### src/rtl/apo_inject_queue.sv
// Injection stage feeding the router's in_free port: buffers local requests and
// injects them only in cycles with no transit traffic, with a throttle gap and stats.
module apo_inject_queue #(
    parameter int NODE_COUNT = 9,
    parameter int DEPTH      = 4,
    parameter int GAP        = 1,
    parameter int CW         = 8
) (
    input  logic          clk,
    input  logic          rst_n,
    input  logic [3:0]    router_name,
    input  logic          req_valid,
    input  logic [3:0]    req_dest,
    output logic          req_ready,
    input  logic [8:0]    link_r1R,
    input  logic [8:0]    link_r2R,
    input  logic [8:0]    link_r1L,
    input  logic [8:0]    link_r2L,
    output logic [8:0]    out_free,
    output logic [CW-1:0] inj_count,
    output logic [CW-1:0] drop_count,
    output logic          empty,
    output logic          full
);

    localparam int AW = $clog2(DEPTH);
    localparam int GW = (GAP > 1) ? $clog2(GAP) : 1;
    localparam logic [AW:0]   FULL_CNT = (AW+1)'(DEPTH);
    localparam logic [AW:0]   ONE_CNT  = (AW+1)'(1);
    localparam logic [4:0]    NODE_LIM = 5'(NODE_COUNT);
    localparam logic [GW-1:0] GAP_LOAD = (GAP > 0) ? GW'(GAP - 1) : '0;

    typedef enum logic [1:0] {
        IDLE,
        ARMED,
        HOLDOFF
    } state_t;

    logic [3:0]    mem_q [DEPTH];
    logic [AW-1:0] wr_ptr_q, rd_ptr_q;
    logic [AW:0]   cnt_q;
    state_t        state_q, state_d;
    logic [GW-1:0] gap_q, gap_d;
    logic [CW-1:0] inj_q, drop_q;

    logic busy, accept, legal, push, pop;
    logic unused_ok;

    assign unused_ok = ^{router_name, link_r1R[7:0], link_r2R[7:0], link_r1L[7:0], link_r2L[7:0]};

    assign busy      = link_r1R[8] | link_r2R[8] | link_r1L[8] | link_r2L[8];
    assign full      = (cnt_q == FULL_CNT);
    assign empty     = (cnt_q == '0);
    assign req_ready = ~full;
    assign accept    = req_valid & req_ready;
    assign legal     = ({1'b0, req_dest} < NODE_LIM);
    assign push      = accept & legal;
    assign pop       = (state_q == ARMED) & ~busy;

    assign inj_count  = inj_q;
    assign drop_count = drop_q;

    always_comb begin
        state_d  = state_q;
        gap_d    = gap_q;
        out_free = '0;
        unique case (state_q)
            IDLE: begin
                if (!empty) state_d = ARMED;
            end
            ARMED: begin
                if (!busy) begin
                    out_free = {1'b1, 4'b0000, mem_q[rd_ptr_q]};
                    if (GAP > 0) begin
                        state_d = HOLDOFF;
                        gap_d   = GAP_LOAD;
                    end else if ((cnt_q != ONE_CNT) || push) begin
                        state_d = ARMED;
                    end else begin
                        state_d = IDLE;
                    end
                end
            end
            HOLDOFF: begin
                if (gap_q == '0) state_d = empty ? IDLE : ARMED;
                else             gap_d   = gap_q - 1'b1;
            end
            default: state_d = IDLE;
        endcase
    end

    // Storage is left unreset: occupancy gates every read, so stale data is never seen.
    always_ff @(posedge clk) begin
        if (push) mem_q[wr_ptr_q] <= req_dest;
    end

    always_ff @(posedge clk or negedge rst_n) begin
        if (!rst_n) begin
            wr_ptr_q <= '0;
            rd_ptr_q <= '0;
            cnt_q    <= '0;
            state_q  <= IDLE;
            gap_q    <= '0;
            inj_q    <= '0;
            drop_q   <= '0;
        end else begin
            state_q <= state_d;
            gap_q   <= gap_d;
            if (push) wr_ptr_q <= wr_ptr_q + 1'b1;
            if (pop)  rd_ptr_q <= rd_ptr_q + 1'b1;
            if (push && !pop)      cnt_q <= cnt_q + ONE_CNT;
            else if (pop && !push) cnt_q <= cnt_q - ONE_CNT;
            if (pop && (inj_q != '1))                inj_q  <= inj_q + 1'b1;
            if (accept && !legal && (drop_q != '1))  drop_q <= drop_q + 1'b1;
        end
    end

endmodule

### config.mk
export PLATFORM = sky130hd
export DESIGN_NAME = apo_inject_queue
export DESIGN_NICKNAME = d
export VERILOG_FILES = /design/src/rtl/apo_inject_queue.sv
export SDC_FILE = /design/constraint.sdc
export NUM_CORES = 1
export LEC_CHECK = 0
export CORE_ASPECT_RATIO = 0.5
export CORE_MARGIN = 2
export CORE_UTILIZATION = 40
export CTS_BUF_LIST = sky130_fd_sc_hd__clkbuf_4 sky130_fd_sc_hd__clkbuf_8
export DETAILED_ROUTE_END_ITERATION = 8
export PLACE_DENSITY = 0.78
export SETUP_SLACK_MARGIN = 0.1
export SLEW_MARGIN = 20
export SYNTH_ARGS = -nofsm -noshare
export SYNTH_HDL_FRONTEND = slang
export SYNTH_SLANG_ARGS = --single-unit
### constraint.sdc
create_clock -name clk -period 2 [get_ports clk]
set_input_delay 0.4 -clock clk [delete_from_list [all_inputs] [get_ports clk]]
set_output_delay 0.4 -clock clk [all_outputs]
set_load 0.01 [all_outputs]
# Word-level counts from Yosys, hierarchy flattened
# Memories as Yosys holds them, arrays and structs flattened.
# Cells that the tools add are included.
# totals
register_bits,26
ramBits,16
in_bits,47
elab_cells,60
memories,1
# memory_table
name,words,width,rd,rd_ports_with_merged_regs,wr,line,text
mem_q,4,4,1,0,1,39,logic [3:0] mem_q [DEPTH];
# op_classes
addsub,7
n_lt_le_gt_ge,1
n_eq_ne,8
mux,14
bitwise_logic,8
reduce_logical,14
# ops
cell,n
9-bit 2-to-1 mux,2
"8-bit by 1-bit adder with 8-bit output, second input constant",2
"8-bit inequality test, second input constant",2
2-bit 2-to-1 mux,3
3-bit 2-to-1 mux,2
"2-bit inequality test, second input constant",3
2-bit one-hot mux with 3 select lines,1
1-bit logical AND,5
1-bit 2-to-1 mux,5
"2-bit by 1-bit adder with 2-bit output, second input constant",2
"4-bit less-than comparator, second input constant",1
2-bit nonzero test,2
"3-bit by 1-bit adder with 3-bit output, second input constant",1
1-bit AND,3
"3-bit == test, second input constant",1
1-bit logical NOT,3
3-bit logical NOT,1
1-bit bitwise OR,3
3-bit AND reduction,1
"3-bit by 1-bit subtractor with 3-bit output, second input constant",1
"2-bit by 1-bit == test with 1-bit output, second input constant",1
"2-bit == test, second input constant",1
2-bit logical NOT,1
1-bit inverter,2
other kinds (3),3

# Depth between registers and ports, before layout
# Gate-level depths: netlist of the first run.
# depth
depth_word,8
mapped_depth,11

# Least setup slack after synthesis of the first run
# OpenSTA, ideal clock, no wires.
# synth_timing
path_kind,input to register
start,in link_r2R[8]
end,reg cnt_q[1]
setup_time_ns,0.125
t_arrival_ns,2.131
required_time_ns,1.875
setup_slack_ns,-0.256
cell_stages,9
n_path_buf,2
cell_sequence,nor4_2 and3b_1 buf_2 buf_2 inv_1 ha_1 inv_1 fa_1 mux2_2
# synth_between
elab_chain_len,8
word_cells_on_any_way,10
cone_classes,mux: 1; bitwise: 5; reduce/logical: 4
# synth_lines
element,line,text
"start, declared",16,"input logic [8:0] link_r2R,"
1-bit bitwise OR (*) (3 in a row),51,assign busy = link_r1R[8] | link_r2R[8] | link_r1L[8] | link_r2L[8];
1-bit inverter (*),58,assign pop = (state_q == ARMED) & ~busy;
1-bit AND (*),58,
net pop,46,"logic busy, accept, legal, push, pop;"
1-bit logical NOT,111,if (push && !pop) cnt_q <= cnt_q + ONE_CNT;
1-bit logical AND,111,
3-bit 2-to-1 mux or 2-bit nonzero test (tied branches),-,
"end signal, assigned",111,
"end signal, assigned",112,else if (pop && !push) cnt_q <= cnt_q - ONE_CNT;
"end, declared",41,logic [AW:0] cnt_q;
# The timed path passes the listed nets; every way through them passes the cells marked *.
# A chain may end at the register's enable or synchronous reset.

# Final worst setup path of the first run
# layout_timing
start,reg rd_ptr_q[0]
end,out out_free[1]
# layout_between
elab_chain_len,3
# layout_lines
element,line,text
"start, declared",40,"logic [AW-1:0] wr_ptr_q, rd_ptr_q;"
"start signal, assigned",110,if (pop) rd_ptr_q <= rd_ptr_q + 1'b1;
memory 4 x 4 bit,-,
9-bit 2-to-1 mux,72,if (!busy) begin
9-bit 2-to-1 mux,67,unique case (state_q)
"end, declared",19,"output logic [8:0] out_free,"
# No other way between the ends.

==> results.py, run 1 <==
metrics = {
    "outcome": {
        "run_status": "finished, violations left",
        "failed_checks": "setup timing",
    },
    "critical_path": {
        "critPathMaxFanout": 4,
        "end_kind": "primary output",
        "crit_arrival_ns": 1.63,
        "worstPathCellList": "buf_4 > mux4_2 > and2_4 > buf_6",
        "required_ns": 1.60,
        "crit_type": "flip-flop to primary output",
        "worstSetupStartpointType": "flip-flop",
        "critPathSlowestCell": "mux4_2",
        "slowest_delay_ns": 0.47,
    },
    "synth": {
        "ys_seq_elements": 41,
        "synth_compound_area_share_pct": 2.80,
        "synthMuxAreaShare_pct": 11.8,
        "synth_top_family_by_area": "simple AND/OR/NAND/NOR gates",
        "yosysSeqAreaShare_pct": 55.1,
        "synthAdderAreaFrac_pct": 5.36,
        "yosys_warnings": 0,
        "synth_xor_area_share_pct": 4.36,
        "syn_area_um2": 2010,
        "ys_types": 36,
        "synth_cells": 155,
        "synth.avg_cell_area_um2": 13.0,
        "synth_edf_count": 16,
        "synthFlopType": "dfrtp_1",
        "synthArstFlopShare_pct": 61.0,
        "synth_simple_gate_area_share_pct": 16.3,
    },
    "finish": {
        "drive_gt1_share_pct": 35.3,
        "syn_to_final_growth_pct": 37.2,
        "diodes": 0,
        "n_fill_cell": 380,
        "final_nets": 272,
    },
    "grt": {
        "grt_antenna_before_repair": 0,
        "grt_first_pass_wirelength_mm": 6.18,
        "grt_pass1_vias": 1266,
        "gr-total-overflow": 0,
        "gr-usage-all-layers_pct": 15.0,
        "grt_max_degree": 26,
    },
    "cts": {
        "clock_path_buffers": 2,
        "cts.clk_slew.worst_paths_ns": 0.08,
        "clock-sinks": 41,
        "cts_tree": "yes",
        "clk_latency_ns": 0.30,
        "cts_hold_buf": 0,
        "h-tree-depth": 2,
        "ctsRootBufferMaster": "clkbuf_8",
        "numCtsBuffers": 5,
    },
    "routing": {
        "drt_wl_total_mm": 4.07,
        "via_per_inst": 4.85,
        "drt-pass1-iter-count": 6,
        "avgRoutedWirePerCell_um": 14.1,
        "ant_nets": 0,
        "first_iter_violations": 37,
        "drc_errors": 0,
        "vias": 1398,
    },
    "power": {
        "netSwitchingFraction_pct": 31.6,
        "p_clk_share_pct": 21.4,
        "power.density_nw_per_um2": 1130,
        "power_switching_uw": 989,
        "p_comb_share_pct": 35.9,
        "peakVddDrop_v": 0.000505,
        "leakagePower_nw": 1.18,
        "internal_power_mw": 2.14,
        "seqPwrFrac_pct": 42.7,
    },
    "timing": {
        "setup_ws_ns": -0.0286,
        "clock_skew_ns": 0.0133,
        "max_freq_ghz": 0.493,
        "setup_viol": 3,
        "hold_viol": 0,
        "period_share_pct": 101,
        "period_minus_slack_ns": 2.03,
        "rsz0062_at_grt": "yes",
        "fin_hold_ws_ns": 0.438,
        "slew_viol_final": 0,
        "fin_setup_tns_ns": -0.0729,
    },
    "floorplan": {
        "fp.dieArea_um2": 5640,
        "die_height_um": 54.1,
        "pin_count": 75,
        "die_x_um": 104,
        "rows": 18,
        "core_region_area_um2": 4890,
        "initial_core_util_pct": 41.1,
    },
    "flow_run": {
        "cap_violations": 0,
    },
    "place": {
        "post-place-ws_ns": -0.629,
        "port_buffers": 34,
        "gp_congestion": 0.733,
        "dp_hpwl_mm": 2.76,
    },
    "worst_hold_path": {
        "hold_class": "input pin to flip-flop",
    },
}
-- worst max-delay path, delay by kind of cell, from the launching register on --
family / cells / cell delay [ns]
buf+inv: 2 / 0.25
flops: 1 / 0.45
simple gates: 1 / 0.15
mux: 1 / 0.47
-- Yosys cell counts, drive strengths merged (5+ instances only) --
cell type	n	share of area [%]
nor2	6	1.2
nand4	6	1.9
and2	8	2.5
and3	5	1.6
ha	7	4.4
xor2	5	2.2
buf	8	2.6
inv	7	1.3
dfrtp	25	31
nand3	7	1.7
xnor2	5	2.2
edfxtp	16	24
mux2	13	7.3
nand2	11	2.4
-- area by class of cell --
class	count	area, µm²	area share (%)
inverter	7	28.8	1.04
timing repair buffer	61	537	19.5
tap	70	87.6	3.18
multi-input combinational	101	885	32.1
sequential	41	1110	40.2
clock buffer	6	76.3	2.77
clock inverter	2	33.8	1.23
-- per-stage QoR --
stage               std cells  power (mW)  utilization (%)  area, µm²
floorplan                 158        1.87                -       2070
CTS                       283        3.07             54.9       2680
global route              288        3.32             56.4       2760
global placement          271        2.28             52.4       2560
detailed placement        271        2.34             52.4       2560
finish                    288        3.12             56.4       2760
-- timing repair --
action	CTS	global route
endpoints found under the setup margin	13	6
pin swaps	6	10
gates resized for setup	47	19
setup buffers	5	5
-- power groups by stage --
stage	Sequential, mW	Clock, mW	Combinational [mW]
after floorplan	1.33	0	0.545
after global placement	1.34	0	0.937
after detailed placement	1.36	0	0.978
after CTS	1.33	0.691	1.05
after global routing	1.37	0.715	1.24
final	1.33	0.670	1.12
-- state kept, by name (all words and copies together), names as in the netlist --
signal      cells
cnt_q           3
drop_count      8
inj_count       8
mem_q          16
rd_ptr_q        2
state_q         2
wr_ptr_q        2
-- cell usage in the layout (no fill, tap or decap), drive strengths merged, types with 3 or more instances in the layout --
master,Yosys,routed
and2,8,8
and3,5,5
buf,8,35
clkbuf,1,8
clkdlybuf4s50,0,18
conb,1,4
dfrtp,25,25
dlygate4sd2,0,4
edfxtp,16,16
ha,7,7
inv,7,7
mux2,13,13
mux4,4,4
nand2,11,11
nand2b,3,3
nand3,7,7
nand4,6,6
nor2,6,6
nor3,3,3
o21ai,4,4
xnor2,5,5
xor2,5,5
-- worst paths after layout --
path                              from           end  slack [ns]  cells past startpoint
max in group asynchronous        rst_n   wr_ptr_q[0]        1.28                      2
min                        req_dest[2]   mem_q[0][2]        0.44                      2
min reg2reg                 state_q[0]    state_q[0]        0.52                      2
max                        rd_ptr_q[0]   out_free[1]       -0.03                      4
max reg2reg                   cnt_q[1]      cnt_q[1]        0.14                      7
min in group asynchronous        rst_n  inj_count[0]        0.45                      2
-- routing by layer --
metal | global-route usage, % | routed length (µm) | up-vias
met5 | 0 | 0 | -
met4 | 10.6 | 119 | 0
met3 | 4.36 | 131 | 11
met2 | 25.5 | 2100 | 25
met1 | 17.2 | 1720 | 700
li1 | - | - | 662
-- logic make-up (layout without fill, tap and decap cells) --
group	count (synthesis)	after routing
xor gates and xnor gates	10	10
DFF	41	41
AOI/OAI and AO/OA	8	8
muxes	17	17
and+or+nand+nor	54	54
buffers and inverters	16	76
other	1	4
adders and majority gates	8	8
(Power assumes the default switching activity.)
==> inputs of run 2 (changes only) <==
PLACE_DENSITY = 0.75   (was 0.78)
clock period = 2.25 ns   (was 2 ns; I/O delays follow)
==> results.py, run 2 (same netlist as run 1, synthesis figures left out) <==
metrics = {
    "outcome": {
        "run_status": "complete, no violations",
    },
    "finish": {
        "final_cell_mix": "buf_4 (26), dfrtp_1 (24), clkdlybuf4s50_1 (21), edfxtp_1 (16)",
        "drive_gt1_share_pct": 30.7,
        "final_common_cell": "buf_4",
        "largest_reg_flops": 16,
        "n_fill_cell": 398,
        "diodes": 0,
        "syn_to_final_growth_pct": 34.3,
        "final_nets": 272,
        "register_area_um2": 1110,
        "top_register": "mem_q",
        "fin_util_pct": 55.2,
        "multi_input_area_um2": 870,
        "instances_no_fill": 288,
    },
    "power": {
        "peakVddDrop_v": 0.000362,
        "leakagePower_nw": 1.15,
        "power.density_nw_per_um2": 966,
        "p_total_mw": 2.60,
    },
    "critical_path": {
        "reg2regPathDepth": 9,
        "crit_type": "input pin to flip-flop",
        "required_ns": 2.43,
        "crit_path_end": "cnt_q[1]",
        "critPathMaxFanout": 4,
        "startpoint": "link_r1L[8]",
        "r2r_end": "cnt_q[2]",
        "r2r_slack_ns": 0.24,
        "timing.rr.start": "state_q[0]",
        "end_kind": "flip-flop",
        "worstSetupStartpointType": "input pin",
        "crit_arrival_ns": 2.31,
    },
    "place": {
        "gp_congestion": 0.757,
        "dp_hpwl_mm": 2.74,
        "port_buffers": 34,
        "place_inst": 267,
        "post-place-ws_ns": -0.458,
    },
    "worst_hold_path": {
        "hold_class": "input pin to asynchronous set/reset pin",
    },
    "routing": {
        "drt-pass1-iter-count": 5,
        "first_iter_violations": 24,
        "avgRoutedWirePerCell_um": 13.8,
        "vias": 1365,
        "via_per_inst": 4.74,
        "drt_wl_total_mm": 3.98,
        "ant_nets": 0,
        "drc_errors": 0,
    },
    "timing": {
        "setup_viol": 0,
        "rsz0062_at_grt": "no",
        "fin_hold_ws_ns": 0.514,
        "period_minus_slack_ns": 2.13,
        "hold_viol": 0,
        "slew_viol_final": 0,
        "max_freq_ghz": 0.469,
        "setup_ws_ns": 0.118,
        "period_share_pct": 94.8,
        "clock_skew_ns": 0.00237,
    },
    "grt": {
        "grt_max_degree": 26,
        "grt_antenna_before_repair": 0,
        "grt_pass1_vias": 1256,
        "gr-usage-all-layers_pct": 14.9,
        "grt_first_pass_wirelength_mm": 6.12,
        "gr-total-overflow": 0,
    },
    "cts": {
        "clock-sinks": 41,
        "h-tree-depth": 2,
        "cts_hold_buf": 0,
        "cts_tree": "yes",
        "ctsRootBufferMaster": "clkbuf_8",
        "clock_path_buffers": 2,
        "cts.clk_slew.worst_paths_ns": 0.08,
        "numCtsBuffers": 5,
        "clk_latency_ns": 0.29,
    },
    "floorplan": {
        "rows": 18,
        "core_region_area_um2": 4890,
        "initial_core_util_pct": 41.1,
        "die_x_um": 104,
        "fp.dieArea_um2": 5640,
        "die_height_um": 54.1,
        "pin_count": 75,
    },
    "flow_run": {
        "cap_violations": 0,
    },
}
run 2: cell count changes in the layout (fill, tap and decap cells not counted), sizes merged, moves of 2 or more:
cell / delta
buf: -4
clkdlybuf4s50: +3
clkinv: +2
clkbuf: -2
run 2: worst min-delay path by stage:
stage	end	start	depth (start not counted)	slack (ns)
after floorplan	cnt_q[0]	rst_n	0	0.15
after global placement	state_q[0]	state_q[0]	1	0.49
after detailed placement	state_q[0]	state_q[0]	1	0.51
after CTS	inj_count[1]	rst_n	2	0.52
after global routing	state_q[0]	state_q[0]	1	0.54
final	inj_count[5]	rst_n	2	0.51
run 2: per-stage QoR:
stage	instance area [µm²]	setup TNS, ns
global placement	2510	-2.95
detailed placement	2510	-3.42
finish	2700	0
global route	2700	0
CTS	2660	0
floorplan	2050	0
run 2: timing repair:
action                                 4_1_cts  5_1_grt
pin swaps                                    4        3
endpoints found under the hold margin        0        0
resized for setup                           29        8
buffers inserted                             9        4
setup endpoints to repair                    7        7
run 2: report_power, final:
group	internal [mW]	switching, mW	total, mW	leakage, nW
Sequential	0.967	0.236	1.20	0.461
Clock	0.209	0.249	0.458	0.0430
Combinational	0.561	0.384	0.944	0.648
Total	1.74	0.868	2.60	1.15
run 2: layout make-up:
type / instances / area share [%]
clock inverters: 3 / 0.464
flip-flops and latches: 41 / 41.1
multi-input cells: 101 / 32.3
clock buffers: 5 / 2.55
repair buffers: 61 / 19.4
inverters: 7 / 0.974
well taps: 70 / 3.25
run 2: critical path, stage by stage:
cell           delay [ns]
dlygate4sd2_1        0.25
nor4_4               0.24
and3b_2              0.27
buf_6                0.12
inv_1                0.04
ha_2                 0.17
inv_2                0.06
fa_1                 0.42
mux2_4               0.28
run 2: routing by layer:
metal	global-route usage (%)	share of wire (%)	up-vias
met1	17.8	46	670
li1	-	-	668
met5	0	0	-
met4	6.08	1.2	0
met3	4.12	2.9	5
met2	26.6	50	22
